`src/rtl/ctrl_pipe_carrier_pkg.sv`:
```
// Control-word field layout and encodings shared by the ID/EX, EX/MEM and MEM/WB carriers.
// Field positions and zero encodings mirror the main-control header.
package ctrl_pipe_carrier_pkg;

  localparam int CTRL_WORD_W = 19;

  // Full word as produced by main control in ID
  typedef struct packed {
    logic       next_pc_src;  // b18
    logic [1:0] jmp_ctrl;     // b17:16
    logic [1:0] reg_dst;      // b15:14
    logic       alu_src_a;    // b13
    logic [1:0] alu_src_b;    // b12:11
    logic [2:0] alu_op;       // b10:8
    logic [2:0] mem_rd_src;   // b7:5
    logic [1:0] mem_wr_src;   // b4:3
    logic       mem_write;    // b2
    logic       wb;           // b1
    logic       mem_to_reg;   // b0
  } ctrl_word_t;

  // Stage payloads keep the low bits of the word in their original order
  typedef struct packed {
    logic [1:0] reg_dst;
    logic       alu_src_a;
    logic [1:0] alu_src_b;
    logic [2:0] alu_op;
    logic [2:0] mem_rd_src;
    logic [1:0] mem_wr_src;
    logic       mem_write;
    logic       wb;
    logic       mem_to_reg;
  } idex_t;

  typedef struct packed {
    logic [2:0] mem_rd_src;
    logic [1:0] mem_wr_src;
    logic       mem_write;
    logic       wb;
    logic       mem_to_reg;
  } exmem_t;

  typedef struct packed {
    logic wb;
    logic mem_to_reg;
  } memwb_t;

  localparam int IDEX_W  = $bits(idex_t);
  localparam int EXMEM_W = $bits(exmem_t);
  localparam int MEMWB_W = $bits(memwb_t);

  localparam logic       NEXT_PC_SEQ          = 1'b0;
  localparam logic [1:0] NOT_JMP              = 2'd0;
  localparam logic       MEM_WRITE_DISABLE    = 1'b0;
  localparam logic       WB_DISABLE           = 1'b0;
  localparam logic [2:0] MEM_RD_SRC_NOTHING   = 3'd0;
  localparam logic [2:0] MEM_RD_SRC_BYTE      = 3'd1;
  localparam logic [2:0] MEM_RD_SRC_HALF      = 3'd2;
  localparam logic [2:0] MEM_RD_SRC_WORD      = 3'd3;
  localparam logic [2:0] MEM_RD_SRC_BYTE_U    = 3'd4;
  localparam logic [2:0] MEM_RD_SRC_HALF_U    = 3'd5;
  localparam logic [1:0] ALU_SRC_B_REG        = 2'd0;
  localparam logic [1:0] ALU_SRC_B_SIG_INM    = 2'd1;

  localparam ctrl_word_t CTRL_BUBBLE = '0;

  function automatic logic reads_memory(input logic [2:0] mem_rd_src);
    return mem_rd_src != MEM_RD_SRC_NOTHING;
  endfunction

endpackage

```
`src/rtl/ctrl_pipe_carrier_stage_reg.sv`:
```
// Pipeline register with valid bit: holds on halt, loads the all-zero bubble on request.
// Latency 1 cycle; hold has priority over bubble, so a frozen stage never loses its contents.
// No backpressure of its own; the caller decides hold/bubble each cycle.
module ctrl_stage_reg #(
  parameter int W = 8
) (
  input  logic         clk,
  input  logic         rst,
  input  logic         hold,
  input  logic         load_bubble,
  input  logic [W-1:0] d_dat,
  input  logic         d_vld,
  output logic [W-1:0] q_dat,
  output logic         q_vld
);

  always_ff @(posedge clk or posedge rst) begin
    if (rst) begin
      q_dat <= '0;
      q_vld <= 1'b0;
    end else if (!hold) begin
      if (load_bubble) begin
        q_dat <= '0;
        q_vld <= 1'b0;
      end else begin
        q_dat <= d_dat;
        q_vld <= d_vld;
      end
    end
  end

endmodule

```
`src/rtl/ctrl_pipe_carrier.sv`:
```
// Carries the ID control word through ID/EX, EX/MEM, MEM/WB, trimming bits per stage.
// Latency: EX outputs +1, MEM +2, WB +3 cycles; stall/flush inject an ID/EX bubble.
// Halt freezes every stage and the retire counter; no other backpressure.
module ctrl_pipe_carrier
  import ctrl_pipe_carrier_pkg::*;
#(
  parameter int CTRL_W   = 19,
  parameter int RETIRE_W = 32
) (
  input  logic                i_clk,
  input  logic                i_reset,
  input  logic                i_halt,
  input  logic                i_stall,
  input  logic                i_flush,
  input  logic                i_valid,
  input  logic [CTRL_W-1:0]   i_ctrl_regs,
  output logic [1:0]          o_ex_reg_dst,
  output logic                o_ex_alu_src_a,
  output logic [1:0]          o_ex_alu_src_b,
  output logic [2:0]          o_ex_alu_op,
  output logic                o_ex_mem_read,
  output logic [2:0]          o_mem_rd_src,
  output logic [1:0]          o_mem_wr_src,
  output logic                o_mem_write,
  output logic                o_wb_enable,
  output logic                o_wb_mem_to_reg,
  output logic                o_pipe_empty,
  output logic [RETIRE_W-1:0] o_retired_count
);

  ctrl_word_t id_word;
  assign id_word = ctrl_word_t'(i_ctrl_regs);

  // next_pc_src and jmp_ctrl are resolved in ID and never travel further
  logic unused_id_bits;
  assign unused_id_bits = ^{id_word.next_pc_src, id_word.jmp_ctrl};

  idex_t                idex_d;
  logic [IDEX_W-1:0]    idex_q;
  logic                 idex_vld;
  idex_t                idex;
  exmem_t               exmem_d;
  logic [EXMEM_W-1:0]   exmem_q;
  logic                 exmem_vld;
  exmem_t               exmem;
  memwb_t               memwb_d;
  logic [MEMWB_W-1:0]   memwb_q;
  logic                 memwb_vld;
  memwb_t               memwb;
  logic                 id_bubble;

  assign id_bubble = i_stall | i_flush;

  always_comb begin
    idex_d            = '0;
    idex_d.reg_dst    = id_word.reg_dst;
    idex_d.alu_src_a  = id_word.alu_src_a;
    idex_d.alu_src_b  = id_word.alu_src_b;
    idex_d.alu_op     = id_word.alu_op;
    idex_d.mem_rd_src = id_word.mem_rd_src;
    idex_d.mem_wr_src = id_word.mem_wr_src;
    idex_d.mem_write  = id_word.mem_write;
    idex_d.wb         = id_word.wb;
    idex_d.mem_to_reg = id_word.mem_to_reg;
  end

  ctrl_stage_reg #(.W(IDEX_W)) u_idex (
    .clk         (i_clk),
    .rst         (i_reset),
    .hold        (i_halt),
    .load_bubble (id_bubble),
    .d_dat       (idex_d),
    .d_vld       (i_valid),
    .q_dat       (idex_q),
    .q_vld       (idex_vld)
  );
  assign idex = idex_t'(idex_q);

  always_comb begin
    exmem_d            = '0;
    exmem_d.mem_rd_src = idex.mem_rd_src;
    exmem_d.mem_wr_src = idex.mem_wr_src;
    exmem_d.mem_write  = idex.mem_write;
    exmem_d.wb         = idex.wb;
    exmem_d.mem_to_reg = idex.mem_to_reg;
  end

  ctrl_stage_reg #(.W(EXMEM_W)) u_exmem (
    .clk         (i_clk),
    .rst         (i_reset),
    .hold        (i_halt),
    .load_bubble (1'b0),
    .d_dat       (exmem_d),
    .d_vld       (idex_vld),
    .q_dat       (exmem_q),
    .q_vld       (exmem_vld)
  );
  assign exmem = exmem_t'(exmem_q);

  always_comb begin
    memwb_d            = '0;
    memwb_d.wb         = exmem.wb;
    memwb_d.mem_to_reg = exmem.mem_to_reg;
  end

  ctrl_stage_reg #(.W(MEMWB_W)) u_memwb (
    .clk         (i_clk),
    .rst         (i_reset),
    .hold        (i_halt),
    .load_bubble (1'b0),
    .d_dat       (memwb_d),
    .d_vld       (exmem_vld),
    .q_dat       (memwb_q),
    .q_vld       (memwb_vld)
  );
  assign memwb = memwb_t'(memwb_q);

  // Invalid slots present as zero so no stale write or load escapes a bubble
  always_comb begin
    o_ex_reg_dst    = '0;
    o_ex_alu_src_a  = 1'b0;
    o_ex_alu_src_b  = '0;
    o_ex_alu_op     = '0;
    o_ex_mem_read   = 1'b0;
    o_mem_rd_src    = MEM_RD_SRC_NOTHING;
    o_mem_wr_src    = '0;
    o_mem_write     = MEM_WRITE_DISABLE;
    o_wb_enable     = WB_DISABLE;
    o_wb_mem_to_reg = 1'b0;
    if (idex_vld) begin
      o_ex_reg_dst   = idex.reg_dst;
      o_ex_alu_src_a = idex.alu_src_a;
      o_ex_alu_src_b = idex.alu_src_b;
      o_ex_alu_op    = idex.alu_op;
      o_ex_mem_read  = reads_memory(idex.mem_rd_src);
    end
    if (exmem_vld) begin
      o_mem_rd_src = exmem.mem_rd_src;
      o_mem_wr_src = exmem.mem_wr_src;
      o_mem_write  = exmem.mem_write;
    end
    if (memwb_vld) begin
      o_wb_enable     = memwb.wb;
      o_wb_mem_to_reg = memwb.mem_to_reg;
    end
  end

  assign o_pipe_empty = ~(idex_vld | exmem_vld | memwb_vld);

  always_ff @(posedge i_clk or posedge i_reset) begin
    if (i_reset) begin
      o_retired_count <= '0;
    end else if (!i_halt && memwb_vld) begin
      o_retired_count <= o_retired_count + RETIRE_W'(1);
    end
  end

endmodule

```
`config.mk`:
```
export PLATFORM = sky130hd
export DESIGN_NAME = ctrl_pipe_carrier
export DESIGN_NICKNAME = d
export VERILOG_FILES = /design/src/rtl/ctrl_pipe_carrier_pkg.sv /design/src/rtl/ctrl_pipe_carrier_stage_reg.sv /design/src/rtl/ctrl_pipe_carrier.sv
export SDC_FILE = /design/constraint.sdc
export NUM_CORES = 1
export LEC_CHECK = 0
export CORE_MARGIN = 4
export CORE_UTILIZATION = 43
export CTS_CLUSTER_SIZE = 10
export DETAILED_ROUTE_END_ITERATION = 8
export PLACE_DENSITY = 0.76
export SLEW_MARGIN = 20
export SYNTH_ARGS = -nofsm -noshare
export SYNTH_HDL_FRONTEND = slang
export SYNTH_SLANG_ARGS = --single-unit
```
`constraint.sdc`:
```
create_clock -name i_clk -period 1.87 [get_ports i_clk]
set_input_delay 0.4675 -clock i_clk [delete_from_list [all_inputs] [get_ports i_clk]]
set_output_delay 0.4675 -clock i_clk [all_outputs]
set_load 0.05 [all_outputs]
```
==> metrics.md <==
| Metric | Value |
|---|---|
| Final GP Congestion | `0.7735` |
| Slowest stage cell, crit path | `dfrtp_1` |
| Post-CTS setup buffers | `0` |
| VDD IR max | `0.4468 mV` |
| Max FO, Critical Path | `12` |
| Drt pass-1 iters | `3` |
| Met1 Use GR | `21.03%` |
| Via count | `1887` |
| Worst hold-check path type | `reg2reg` |
| Rel. slew slack | `57.44%` |
| Layout cell share with drive strength beyond 1 | `35.33%` |
| Routed Antenna Nets | `0` |
| Starting DRT DRC Count | `51` |
| DIE AREA | `7418 µm²` |
| Overflow after GRT | `0` |
| Minimum clock period | `1.791 ns` |
| Crit path largest cell delay | `0.51 ns` |
| Startpoint Class | `register` |
| First-pass GRT wire length | `9.453 mm` |
| Net Count, Synth | `229` |
| Min Hold Slack | `0.4802 ns` |
| Worst-Margin Slew | `0.6364 ns` |
| Cell Chain, Critical Path | `nor3_2 -> buf_12` |
| CTS tree | `built` |
| Ys async rst share | `100.0%` |
| Core area | `5921 µm²` |
| GR peak layer | `met2` |
| Distinct cells, synth | `28` |
| Skew-Pair Late Insertion Delay | `0.33 ns` |
| Cell taking the most area after synthesis | `dfrtp_1` |
| Cell with the most instances after synthesis | `dfrtp_1` |
| Register area share after synthesis | `58.15%` |
| Die Ht | `86.13 µm` |
| Largest net degree at the start of global routing | `62` |
| EDFF count, synth | `0` |
| Drc violations | `0` |
| Syn. warnings | `0` |
| Part of the cycle the worst path needs | `95.80%` |
| Starting Density | `44.34%` |
| Met2 Track Usage GR | `24.60%` |
| FF+latch count, synth | `61` |
| CTS HTree Levels | `3` |
| CTS Hold Bufs | `0` |
| Wire length per cell | `14.89 µm` |
| RSZ-0062 raised after global routing | `false` |
| WP data required | `1.40 ns` |
| Gr usage total | `16.53%` |
| Synth area leaders | `dfrtp_1, xnor2_1, a22o_1, mux2_2, and2_1` |
| CP Capture Type | `output pin` |
| CTS Buf Count | `9` |
| Die X | `86.13 µm` |
| Num Clock Sinks | `61` |
| Outcome | `completed` |
| Pwr per Cell Area | `793.9 nW/µm²` |
| # resized after CTS | `1` |
| Vias in the first global route | `1993` |
| Area Growth Syn to Fin | `47.43%` |
| Synthesized instance count | `203` |
| Ant. Diodes | `0` |
| Leak pwr | `1.834 nW` |
| Setup ws final | `0.07859 ns` |
| Setup-failing EPs final | `0` |
| Ports | `75` |
| Fin. Hold Viols | `0` |
| Max Cap Viol | `0` |
| Maximum clock rate | `558.2 MHz` |
| Final Power | `3.073 mW` |
| Antenna violations before repair | `0` |
| Main synth FF type | `dfrtp_1` |
| Clock skew | `0.002283 ns` |
| Fin. max-slew vios | `0` |
| WS Path Type | `reg2out` |
| Syn Area/Cell | `12.93 µm²` |
| Most frequent cells after synthesis | `dfrtp_1, xnor2_1, a22o_1` |
| Root buffer cell | `clkbuf_8` |
| WP data arrival | `1.32 ns` |
| Nets | `321` |
| Num rows | `28` |
| Total Wirelength | `5.585 mm` |
| Deepest clock path buffer count | `2` |
| GRT met3 Usage | `8.357%` |
| DP Worst Slack | `-0.3841 ns` |
| Port Buf Inserts | `71` |
| Via/cell ratio | `5.032` |
| Synth top area share | `58.15%` |
| Reg clk slew, reported paths | `0.06 ns` |
| Synthesized area | `2625 µm²` |
| Dpl hpwl | `4.056 mm` |
## layout make-up
cell class | instances | area [µm²]
Multi-Input combinational cell | 134 | 1080
Fill cell | 455 | 2051
Sequential cell | 61 | 1530
Timing Repair Buffer | 86 | 960.9
Clock buffer | 16 | 190.2
Inverter | 3 | 15.01
Tap cell | 75 | 93.84
## path summary, 6_finish.rpt
path / cells past startpoint / slack [ns] / from / to
max in group asynchronous: 3 / 1.04 / i_reset / o_retired_count[2]$_DFFE_PP0P_
setup / recovery: 2 / 0.08 / u_idex.q_vld$_DFFE_PP0N_ / o_pipe_empty
setup reg to reg: 4 / 0.22 / o_retired_count[11]$_DFFE_PP0P_ / o_retired_count[26]$_DFFE_PP0P_
hold / removal: 1 / 0.48 / o_retired_count[31]$_DFFE_PP0P_ / o_retired_count[31]$_DFFE_PP0P_
hold reg to reg: 1 / 0.48 / o_retired_count[31]$_DFFE_PP0P_ / o_retired_count[31]$_DFFE_PP0P_
min in group asynchronous: 3 / 0.56 / i_reset / o_retired_count[3]$_DFFE_PP0P_
## sequential cells by signal, summed over array words and instances, names as in the netlist
register / cells
u_exmem.q_vld: 1
u_idex.q_vld: 1
u_idex.q_dat: 16
u_memwb.q_dat: 2
u_exmem.q_dat: 8
u_memwb.q_vld: 1
o_retired_count: 32
## worst max-delay path, delay by kind of cell (launching register included)
| family | cells | cell delay [ns] |
|---|---|---|
| buf+inv | 1 | 0.18 |
| flops | 1 | 0.51 |
| simple gates | 1 | 0.30 |
## kinds of logic (layout without fill, tap and decap cells)
logic type,count (synthesis),after routing,synth area share (%)
buf+inv,8,105,1.144
compound gates,18,18,6.006
xor+xnor,31,31,10.34
simple gates,71,71,18.30
mux,13,13,5.577
flops,61,61,58.15
fa+ha+maj,1,1,0.4766
## per-layer routing
| metal | share of wire [%] | up-vias | wire (µm) |
|---|---|---|---|
| met3 | 9.8 | 9 | 548 |
| met1 | 44 | 908 | 2472 |
| met5 | 0 | - | 0 |
| li1 | - | 912 | - |
| met2 | 45 | 58 | 2488 |
| met4 | 1.3 | 0 | 74 |
## power breakdown
part           leakage (nW)  internal, mW  total (mW)  switching [mW]
Clock                0.0970         0.629        1.10           0.473
Sequential            0.825          1.40        1.49          0.0841
Combinational         0.912         0.207       0.483           0.276
## per-stage QoR
| step | TNS, ns | instance area (µm²) | std cells | utilization [%] |
|---|---|---|---|---|
| 6_report | 0 | 3870 | 375 | 65.36 |
| 2_1_floorplan | 0 | 2638 | 203 | - |
| 3_5_place_dp | -8.846 | 3674 | 359 | 62.05 |
| 5_1_grt | 0 | 3870 | 375 | 65.36 |
| 4_1_cts | 0 | 3870 | 375 | 65.36 |
| 3_3_place_gp | -8.697 | 3674 | 359 | 62.05 |
## cell usage in the layout, fill, tap and decap left out
master            n
nand2_1           8
dfrtp_2           3
nor2b_1           1
nand3_2           1
ha_1              1
clkbuf_1          3
and3_1            4
clkdlybuf4s50_1  21
buf_4            44
dfrtp_1          58
nand4_1          11
inv_1             2
clkbuf_8         13
nand4_4           1
nand4b_1          1
nor2_1            4
xor2_1            7
nor3_1            3
mux2_2           13
o31a_1            1
clkinvlp_4        1
nor3_4            1
and2b_1           1
nor3_2            1
and2_1           16
nand3b_1          1
nand4_2           1
and3_2            1
xnor2_1          24
nor4_2            3
nor4_4            2
nand3_1          10
buf_12           21
a22o_1           17
Power figures use the tool's default switching activity.
==> variant 1: new RTL, same settings <==
Change the parameter `RETIRE_W` from 32 to 64.
--- a/src/rtl/ctrl_pipe_carrier.sv
+++ b/src/rtl/ctrl_pipe_carrier.sv
@@ -6,5 +6,5 @@
 #(
   parameter int CTRL_W   = 19,
-  parameter int RETIRE_W = 32
+  parameter int RETIRE_W = 64
 ) (
   input  logic                i_clk,
Ports: changed (resized o_retired_count); port bits go from 75 to 107. No check against the original RTL was run, so the function may have changed too.
==> variant 1 against the unedited design <==
- the flow now finishes with violations (setup timing)
- design area up 75%
- sequential cell count up 32
- worst setup slack lost 0.21 ns
- synthesized cell count increased by 84%
- clock skew grew 0.012 ns
- global-route usage rose by 4.9 points
- count of clock-buffer cells in the layout is 7 lower
- utilization up 6.8 points
- combinational power is 57% higher
- power increased by 42%
- routed wire length is 120% higher
- synthesized area is 60% higher
==> variant 1: results <==
group,metric,value,unit
route,dr.pass1.iters,4,
sta,setup_ws,-0.130,ns
global_routing,grt_usage,21.5,%
power_and_ir_drop,power.leakage,3.37,nW
layout,multi_input_gates,257,
yosys,synth_compound_area_share,3.76,%
placement,dp_slack,-0.725,ns
layout,clk_share,3.14,%
yosys,yosys-top-cells-area,"dfrtp_1, xnor2_1, xor2_1, a22o_1, mux2_2",
route,drt_iter0_drc,217,
layout,fin_nets,588,
clock_tree,cts_resized,36,
route,wl_met3,797,um
yosys,synthMuxAreaShare,3.49,%
yosys,synth_xor_area_share,13.2,%
yosys,synth_nets,400,
layout,fill_cells,659,
power_and_ir_drop,pg_clk,1.47,mW
placement,gp_congestion,0.845,
global_routing,grt_pass1_vias,3877,
global_routing,grt_pass1_wl,19400,um
layout,buffers,188,
layout,nNonClkInverters,13,
run_status,violations,"setup timing",
worst_setup_path,crit_path_end,"o_retired_count[57]",
worst_setup_path,worstPathArrival,2.30,ns
worst_setup_path,slowest_delay,0.56,ns
sta,setup_violations,19,
run_status,status,"finished with violations",
worst_setup_path,cp_slowest_cell,"or4b_4",
worst_setup_path,cp_top_family,"simple AND/OR/NAND/NOR gates",
layout,buf_share,25.9,%
layout,reg.largest.list,"o_retired_count (64), u_idex.q_dat (16), u_exmem.q_dat (8)",
power_and_ir_drop,p_seq_share,49.2,%
placement,place.port_buffers,103,
route,wirelength_met1,4950,um
yosys,synth_cell_type_count,32,
==> variant 1: changes by cell type in the layout (fill, tap and decap cells not counted), sizes merged, moves of 15 or more <==
cell and delta:
buf +102, nor3 +16, nor2 +15, nand2 +19, dfrtp +32, xor2 +24
==> variant 1: worst min-delay path by stage <==
stage | from | to | slack (ns)
6_report | o_retired_count[63] | o_retired_count[63] | 0.48
5_1_grt | o_retired_count[21] | o_retired_count[21] | 0.52
3_5_place_dp | o_retired_count[63] | o_retired_count[63] | 0.47
4_1_cts | o_retired_count[63] | o_retired_count[63] | 0.48
2_1_floorplan | u_idex.q_dat[10] | u_idex.q_dat[10] | 0.47
3_3_place_gp | o_retired_count[63] | o_retired_count[63] | 0.47
==> variant 1: per-stage QoR <==
stage               total power, mW  hold WS [ns]  cell area (um^2)  cells
CTS                            4.36         0.483              6490    693
global placement               2.85         0.466              6010    666
finish                         4.38         0.478              6770    695
global route                   4.54         0.517              6770    695
floorplan                      2.58         0.471              4310    374
detailed placement             2.87         0.471              6010    666
==> variant 2: new RTL, same settings <==
Without the edit above. Register the output `o_retired_count` once more, with the module's reset; this adds one clock of latency there. The other outputs are not delayed to match.
--- a/src/rtl/ctrl_pipe_carrier.sv
+++ b/src/rtl/ctrl_pipe_carrier.sv
@@ -28,4 +28,6 @@
   output logic [RETIRE_W-1:0] o_retired_count
 );
+
+  logic [RETIRE_W-1:0] o_retired_count_s0;
 
   ctrl_word_t id_word;
@@ -150,7 +152,15 @@
   always_ff @(posedge i_clk or posedge i_reset) begin
     if (i_reset) begin
+      o_retired_count_s0 <= '0;
+    end else if (!i_halt && memwb_vld) begin
+      o_retired_count_s0 <= o_retired_count_s0 + RETIRE_W'(1);
+    end
+  end
+
+  always_ff @(posedge i_clk or posedge i_reset) begin
+    if (i_reset) begin
       o_retired_count <= '0;
-    end else if (!i_halt && memwb_vld) begin
-      o_retired_count <= o_retired_count + RETIRE_W'(1);
+    end else begin
+      o_retired_count <= o_retired_count_s0;
     end
   end
Formal check against the unedited RTL: not equivalent (Yosys sat finds a counterexample within 10 cycles, from zero or initial values and one cycle with i_reset high).
==> variant 2 against the unedited design <==
- clock power increased by 20%
- power increased by 31%
- critical path depth increased by 2
- count of clock-buffer cells in the layout decreased by 5
- routed wire length increased by 18%
- sequential cell count increased by 32
- worst setup slack got worse by 0.017 ns
- die area increased by 29%
- synthesized cell count increased by 22%
- synthesized area increased by 32%
- hold slack got worse by 0.088 ns
- first-iteration DRC count increased by 2.0%
- design area increased by 25%
==> variant 2: results <==
group,metric,value,unit
run_status,status,"finished clean",
power_and_ir_drop,power.leakage,2.40,nW
layout,fill_cells,584,
yosys,ys_seq_area_share,67.0,%
worst_setup_path,cp_top_family,"simple AND/OR/NAND/NOR gates",
yosys,synth_compound_area_share,4.54,%
placement,placed_cells,433,
placement,dp_slack,-0.400,ns
route,via_count,2222,
yosys,synthMuxAreaShare,4.21,%
global_routing,grt_usage,13.9,%
route,drt-wirelength-per-cell,14.6,um
layout,fin_nets,368,
yosys,yosys-top-cells-area,"dfrtp_1, xor2_1, a22o_1, mux2_2, and2_1",
route,wl_met3,571,um
power_and_ir_drop,peakVddDrop,432,uV
yosys,synthAdderAreaFrac,0.360,%
global_routing,grt_max_degree,61,
route,wirelength_met1,2780,um
clock_tree,path_clk_slew,0.09,ns
yosys,synth_cell_type_count,31,
placement,gp_congestion,0.763,
worst_setup_path,cp_slowest_cell,"or4_4",
route,dr_wl_met2,3170,um
sta,finClkSkew,0.00743,ns
yosys,synth_xor_area_share,7.81,%
placement,dpl.hpwl,4470,um
worst_setup_path,rr_startpoint,"o_retired_count_s0[11]",
sta,setup_ws,0.0617,ns
sta,worst_pin_slew,0.981,ns
global_routing,grt_pass1_wl,11100,um
layout,drive_gt1_share,34.6,%
route,vias_per_cell,4.95,
layout,reg.largest.list,"o_retired_count (32), o_retired_count_s0 (32), u_idex.q_dat (16)",
worst_setup_path,cp_max_fo,17,
yosys,synth_nets,273,
route,drt_iter0_drc,52,
yosys,yosys-top-cells-count,"dfrtp_1, xor2_1, a22o_1",
route,dr.pass1.iters,4,
-- variant 2: stage by stage --
stage                     total power, mW  area [um^2]  hold slack, ns
after floorplan                      2.52         3480           0.354
after global placement               2.74         4570           0.361
after detailed placement             2.76         4570           0.372
after CTS                            4.08         4790           0.391
after global routing                 4.21         4830           0.404
final                                4.03         4830           0.393
-- variant 2: per-layer routing --
metal | vias to the layer above | track usage (%)
li1 | 1042 | -
met1 | 1104 | 18.1
met2 | 71 | 22.2
met3 | 5 | 4.79
met4 | 0 | 3.83
met5 | - | 0
-- variant 2: repair_timing --
action                                  CTS  global route
endpoints found under the setup margin    4            30
pin swaps                                 0             3
resized for setup                         3             9
-- variant 2: layout make-up --
type                            count  area share, %
Tap cell                          102           2.64
Sequential cell                    93           48.2
Multi-Input combinational cell    138           23.6
Timing Repair Buffer               93           20.8
Clock buffer                       11           2.93
Inverter                            7          0.621
Clock inverter                      5           1.24
-- variant 2: how the worst min path moves through the flow --
stage                                start                   to  slack, ns  cells after the start
finish              o_retired_count_s0[30]  o_retired_count[30]       0.39                      0
global route        o_retired_count_s0[30]  o_retired_count[30]       0.40                      0
CTS                 o_retired_count_s0[30]  o_retired_count[30]       0.39                      0
detailed placement  o_retired_count_s0[30]  o_retired_count[30]       0.37                      0
global placement    o_retired_count_s0[30]  o_retired_count[30]       0.36                      0
floorplan           o_retired_count_s0[30]  o_retired_count[30]       0.35                      0
-- variant 2: report_power, final --
part           switching, mW  leakage, nW  internal, mW
Sequential            0.0929         1.23          2.13
Combinational          0.284         1.07         0.211
Clock                  0.663       0.0995         0.658
-- variant 2: kinds of logic after synthesis --
group | Yosys count
adder cells (fa/ha/maj) | 1
AO/OA/AOI/OAI | 18
multiplexers | 13
flip-flops | 93
XOR/XNOR | 31
buffers and inverters | 16
AND/OR/NAND/NOR | 75
